===== config.mk =====
export PLATFORM = sky130hd
export DESIGN_NAME = btn_gesture
export DESIGN_NICKNAME = d
export VERILOG_FILES = /design/src/rtl/btn_gesture_pkg.sv /design/src/rtl/btn_gesture_tick_gen.sv /design/src/rtl/btn_gesture.sv
export SDC_FILE = /design/constraint.sdc
export NUM_CORES = 1
export LEC_CHECK = 0
export BUFFER_PORTS_ARGS = -buffer_cell sky130_fd_sc_hd__clkbuf_2
export CAP_MARGIN = 20
export CORE_ASPECT_RATIO = 1.4
export CORE_UTILIZATION = 30
export DETAILED_ROUTE_END_ITERATION = 16
export PLACE_DENSITY_LB_ADDON = 0.08
export SETUP_SLACK_MARGIN = 0.02
export SLEW_MARGIN = 20
export SYNTH_ARGS = -nofsm -noshare
export SYNTH_HDL_FRONTEND = slang
export SYNTH_SLANG_ARGS = --single-unit

===== constraint.sdc =====
create_clock -name clk -period 2 [get_ports clk]
set_clock_uncertainty 0.1 [all_clocks]
set_input_delay 0.1 -clock clk [delete_from_list [all_inputs] [get_ports clk]]
set_output_delay 0.1 -clock clk [all_outputs]
set_load 0.01 [all_outputs]

===== src/rtl/btn_gesture_pkg.sv =====
// rtl/btn_gesture_pkg.sv - shared helpers for the button gesture decoder
package btn_gesture_pkg;

   // Larger of two tick thresholds; sizes the shared tick counter.
   function automatic int max_int(input int a, input int b);
      return (a > b) ? a : b;
   endfunction

endpackage


===== src/rtl/btn_gesture_tick_gen.sv =====
// rtl/btn_gesture_tick_gen.sv - prescaler producing one tick every DIV clocks
module tick_gen #(
   parameter int DIV = 12000
) (
   input  logic clk_i,
   input  logic rst_i,
   input  logic clr_i,
   output logic tick_o
);

   localparam int W = (DIV > 1) ? $clog2(DIV) : 1;

   logic [W-1:0] cnt_q;

   assign tick_o = (cnt_q == W'(DIV - 1));

   // Count 0..DIV-1; a clear restarts the period so timing is relative to state entry.
   always_ff @(posedge clk_i or posedge rst_i) begin
      if (rst_i) begin
         cnt_q <= '0;
      end else if (clr_i || tick_o) begin
         cnt_q <= '0;
      end else begin
         cnt_q <= cnt_q + 1'b1;
      end
   end

endmodule


===== src/rtl/btn_gesture.sv =====
// rtl/btn_gesture.sv - turns a filtered button level into short/double/long events
module btn_gesture
   import btn_gesture_pkg::*;
#(
   parameter int TICK_DIV       = 12000,
   parameter int LONG_TICKS     = 800,
   parameter int DBL_TICKS      = 300,
   parameter bit BTN_ACTIVE_LOW = 1'b1
) (
   input  logic clk,
   input  logic rst,
   input  logic en,
   input  logic btn_val,
   output logic pressed,
   output logic evt_short,
   output logic evt_double,
   output logic evt_long
);

   localparam int TMAX = max_int(LONG_TICKS, DBL_TICKS);
   localparam int TW   = $clog2(TMAX + 1);

   typedef enum logic [2:0] {
      S_IDLE      = 3'd0,
      S_PRESS1    = 3'd1,
      S_WAIT2     = 3'd2,
      S_PRESS2    = 3'd3,
      S_LONG_HELD = 3'd4
   } state_t;

   state_t        state_q, state_d;
   logic          p, p_prev_q, press_edge, release_edge;
   logic          tick, tclr, t_long, t_dbl;
   logic [TW-1:0] tcnt_q;
   logic          evt_short_d, evt_double_d, evt_long_d;
   logic          evt_short_q, evt_double_q, evt_long_q, pressed_q;

   // Normalise polarity so p = 1 always means "button held".
   assign p            = btn_val ^ BTN_ACTIVE_LOW;
   assign press_edge   = p & ~p_prev_q;
   assign release_edge = ~p & p_prev_q;

   // Timers restart on every state change and are held clear while disarmed.
   assign tclr   = (state_d != state_q) | ~en;
   assign t_long = tick & (tcnt_q == TW'(LONG_TICKS - 1));
   assign t_dbl  = tick & (tcnt_q == TW'(DBL_TICKS - 1));

   tick_gen #(
      .DIV(TICK_DIV)
   ) u_tick_gen (
      .clk_i (clk),
      .rst_i (rst),
      .clr_i (tclr),
      .tick_o(tick)
   );

   // Tick counter, saturating so a long idle never wraps into a false timeout.
   always_ff @(posedge clk or posedge rst) begin
      if (rst) begin
         tcnt_q <= '0;
      end else if (tclr) begin
         tcnt_q <= '0;
      end else if (tick && (tcnt_q != TW'(TMAX))) begin
         tcnt_q <= tcnt_q + 1'b1;
      end
   end

   // Next-state and event decode; edges are checked before timeouts so an edge wins.
   always_comb begin
      state_d      = state_q;
      evt_short_d  = 1'b0;
      evt_double_d = 1'b0;
      evt_long_d   = 1'b0;
      if (!en) begin
         state_d = S_IDLE;
      end else begin
         case (state_q)
            S_IDLE: begin
               if (press_edge) state_d = S_PRESS1;
            end
            S_PRESS1: begin
               if (release_edge) begin
                  state_d = S_WAIT2;
               end else if (t_long) begin
                  state_d    = S_LONG_HELD;
                  evt_long_d = 1'b1;
               end
            end
            S_WAIT2: begin
               if (press_edge) begin
                  state_d = S_PRESS2;
               end else if (t_dbl) begin
                  state_d     = S_IDLE;
                  evt_short_d = 1'b1;
               end
            end
            S_PRESS2: begin
               if (release_edge) begin
                  state_d      = S_IDLE;
                  evt_double_d = 1'b1;
               end else if (t_long) begin
                  state_d      = S_LONG_HELD;
                  evt_double_d = 1'b1;
               end
            end
            S_LONG_HELD: begin
               if (release_edge) state_d = S_IDLE;
            end
            default: state_d = S_IDLE;
         endcase
      end
   end

   // State, level history and registered outputs advance together.
   always_ff @(posedge clk or posedge rst) begin
      if (rst) begin
         state_q      <= S_IDLE;
         p_prev_q     <= 1'b0;
         pressed_q    <= 1'b0;
         evt_short_q  <= 1'b0;
         evt_double_q <= 1'b0;
         evt_long_q   <= 1'b0;
      end else begin
         state_q      <= state_d;
         p_prev_q     <= p;
         pressed_q    <= (state_d == S_PRESS1) || (state_d == S_PRESS2) ||
                         (state_d == S_LONG_HELD);
         evt_short_q  <= evt_short_d;
         evt_double_q <= evt_double_d;
         evt_long_q   <= evt_long_d;
      end
   end

   assign pressed    = pressed_q;
   assign evt_short  = evt_short_q;
   assign evt_double = evt_double_q;
   assign evt_long   = evt_long_q;

endmodule


==> metrics.txt <==
Routed Wire Length=4.00 mm; largest family of logic cells by synthesized area=simple AND/OR/NAND/NOR gates; share of cells above drive strength 1=0.254; Ys Warns=0; DRC=0; CP arrival=2.17 ns; Slew Limit Fails=0; CTS tree=done; minimum clock period after layout=2.10 ns; outcome=finished with violations; critical path class=flop to flop; Slew HR=0.655; setup_tns=-0.518 ns; Area Overhead vs Synth=29.2%; Iter 0 DRT Violations=96; Fin. Hold Viols=0; routability congestion estimate from global placement=0.800; Worst Tran Pin Value=0.518 ns; Seq/Total Area, Yosys=0.483; Power Dens Cells=588 mW/mm^2; Final period util=1.05; Fmax=0.476 GHz; post-synthesis xor/xnor area fraction=0.100; Yosys reg bits=32; top area cells in the synthesized netlist=dfrtp_1 48%, xor2_1 6.3%, nor2_1 5.9%; Buffers on Ports=7; Core ar.=0.00524 mm^2; fillers=538; vias in the first global route=1366; Clock Tree Buf Depth=2; gr usage total=0.147; Required @ worst endpoint=2.07 ns; adder-cell area share of the yosys netlist=0.0287; clock sink count=32; Worst setup SP type=flop; first-pass GRT wire length=6.40 mm; post-synthesis simple-gate area fraction=0.277; synthesized cell area=0.00166 mm^2; overall power=1.26 mW; Setup violations, final=7; post-synth top area share=0.483; Post-Syn Instances=170; leading area contributor after synthesis=dfrtp_1; post-synthesis mux area share=0; full die area=0.00583 mm^2; Yosys cell types=39; DP HPWL=2.80 mm; drt first pass iters=4; gr ovfl total=0; maximum VDD drop=369 uV; number of vias per cell=5.00; die width=64.8 um; Clock Pin Slew Worst Setup and Hold Paths=0.06 ns; I/O Pins=8; Final Net Count=219; CTS Root Cell=clkbuf_8; Initial Util=0.316; wire per inst=14.3 um; Antenna Violating Nets Remaining=0; Mapped Nets=177; crit path max fanout=4; routed vias=1394; failing checks=setup timing; syn_area_per_cell=9.74 um^2; Clock Latency Late Sink=0.28 ns; maxcap violations=0; Row Count=31; CTS buffer count=5; worst setup margin=-0.101 ns; Die Y-Extent=89.9 um; RSZ-0062 raised after global routing=yes; crit end category=flop; CTS H-tree lvls=2; Pleak=0.974 nW; largest net degree at the start of global routing=33; Hold WC Path Type=input port to flop; initial antenna violation count=0; Compound-Gate Fraction of Synth Area=0.0846; Antenna Cells=0
==> timing repair <==
item                                   CTS  global route
resized for setup                        3            11
endpoints found under the hold margin   33             0
hold buffers                             2             0
setup endpoints to repair               12            30
buffers inserted                         1             2
gates cloned                             1             1
pin swaps                                4             7
==> synth_stat cells <==
| master | number |
|---|---|
| dfrtp_1 | 32 |
| nand3b_1 | 1 |
| nand3_1 | 8 |
| or3_1 | 1 |
| or4_4 | 1 |
| a31o_1 | 1 |
| nor4_1 | 4 |
| nand2_1 | 13 |
| buf_2 | 1 |
| nand4_1 | 10 |
| and4_1 | 1 |
| o211ai_1 | 1 |
| a21oi_1 | 2 |
| a21o_1 | 2 |
| clkbuf_1 | 1 |
| a31oi_1 | 3 |
| nor2_1 | 26 |
| or4b_4 | 1 |
| xnor2_1 | 7 |
| o41a_1 | 1 |
| xor2_1 | 12 |
| nor3_1 | 2 |
| nor2b_1 | 3 |
| and2_1 | 1 |
| a41o_1 | 1 |
| nor3b_1 | 4 |
| o21ai_0 | 4 |
| a311oi_1 | 1 |
| and3_1 | 5 |
| or2_2 | 1 |
| nor4_4 | 1 |
| a21o_2 | 1 |
| and3_2 | 1 |
| o31ai_2 | 1 |
| ha_1 | 3 |
| inv_1 | 9 |
| nand2b_1 | 1 |
| maj3_1 | 1 |
| o2111ai_1 | 1 |
==> report_power, final <==
group,internal [mW],switching [mW],leakage (nW)
Sequential,0.655,0.00970,0.442
Combinational,0.0334,0.0500,0.487
Clock,0.280,0.229,0.0455
==> routing by layer <==
metal / share of wire / GRT usage / vias to the layer above / routed length (um)
li1: - / - / 681 / -
met1: 0.40 / 0.161 / 676 / 1610
met2: 0.54 / 0.260 / 28 / 2160
met3: 0.036 / 0.0368 / 9 / 142
met4: 0.021 / 0.0611 / 0 / 84
met5: 0 / 0 / - / 0
==> area by class of cell <==
| type | count | area, um^2 | area share |
|---|---|---|---|
| inverter | 9 | 33.8 | 0.0158 |
| tap | 66 | 82.6 | 0.0386 |
| timing repair buffer | 36 | 265 | 0.124 |
| multi-input combinational | 128 | 868 | 0.406 |
| clock buffer | 8 | 90.1 | 0.0421 |
| sequential | 32 | 801 | 0.374 |
==> per-stage QoR <==
step | worst slack (ns) | std cells | util | area (um^2) | hold WS [ns]
CTS | -0.0730 | 277 | 0.398 | 2080 | 0.0166
floorplan | -0.0553 | 170 | - | 1660 | 0.0837
detailed placement | -0.0706 | 265 | 0.372 | 1950 | 0.104
global placement | -0.0504 | 265 | 0.372 | 1950 | 0.0929
finish | -0.101 | 279 | 0.409 | 2140 | 0.0291
global route | -0.193 | 279 | 0.409 | 2140 | 0.0408
==> layout by cell type (no fill, tap or decap), types with 3 or more instances in the layout <==
cell      netlist  layout
buf_4           0      25
a31oi_1         3       3
xnor2_1         7       7
nor2_1         26      25
ha_1            3       3
nor2b_1         3       3
inv_1           9       9
nand2_1        13      13
nand4_1        10      10
nor4_4          1       3
xor2_1         12      12
nand3_1         8       8
dfrtp_1        32      32
clkbuf_8        0       6
and3_1          5       5
clkbuf_2        0       7
nor3b_1         4       3
==> cells by family after synthesis <==
kind of cell / count (synthesis)
AOI/OAI and AO/OA: 19
adders and majority gates: 4
buffers and inverters: 11
and+or+nand+nor: 85
xor gates and xnor gates: 19
DFF: 32
==> final timing paths <==
check / from / slack [ns] / endpoint / depth (start not counted)
max in group asynchronous: rst / 1.16 / tcnt_q[4]$_DFFE_PP0P_ / 4
min in group asynchronous: rst / 0.33 / state_q[1]$_DFF_PP0_ / 4
min reg2reg: u_tick_gen.cnt_q[0]$_DFF_PP0_ / 0.44 / u_tick_gen.cnt_q[0]$_DFF_PP0_ / 2
max reg2reg: u_tick_gen.cnt_q[12]$_DFF_PP0_ / -0.10 / pressed$_DFF_PP0_ / 6
max: u_tick_gen.cnt_q[12]$_DFF_PP0_ / -0.10 / pressed$_DFF_PP0_ / 6
min: en / 0.03 / pressed$_DFF_PP0_ / 2
==> sequential cells by signal, summed over array words and instances (netlist names) <==
register          flops
evt_double            1
u_tick_gen.cnt_q     14
pressed               1
state_q               3
evt_short             1
evt_long              1
p_prev_q              1
tcnt_q               10
==> worst max-delay path: stages, from the launching register on <==
cell	delay, ns
dfrtp_1	0.37
or4b_4	0.56
buf_4	0.17
nor4_4	0.14
nand4_1	0.22
and3_1	0.26
a31o_1	0.18
Note: power is estimated with default switching activity, not from simulation.
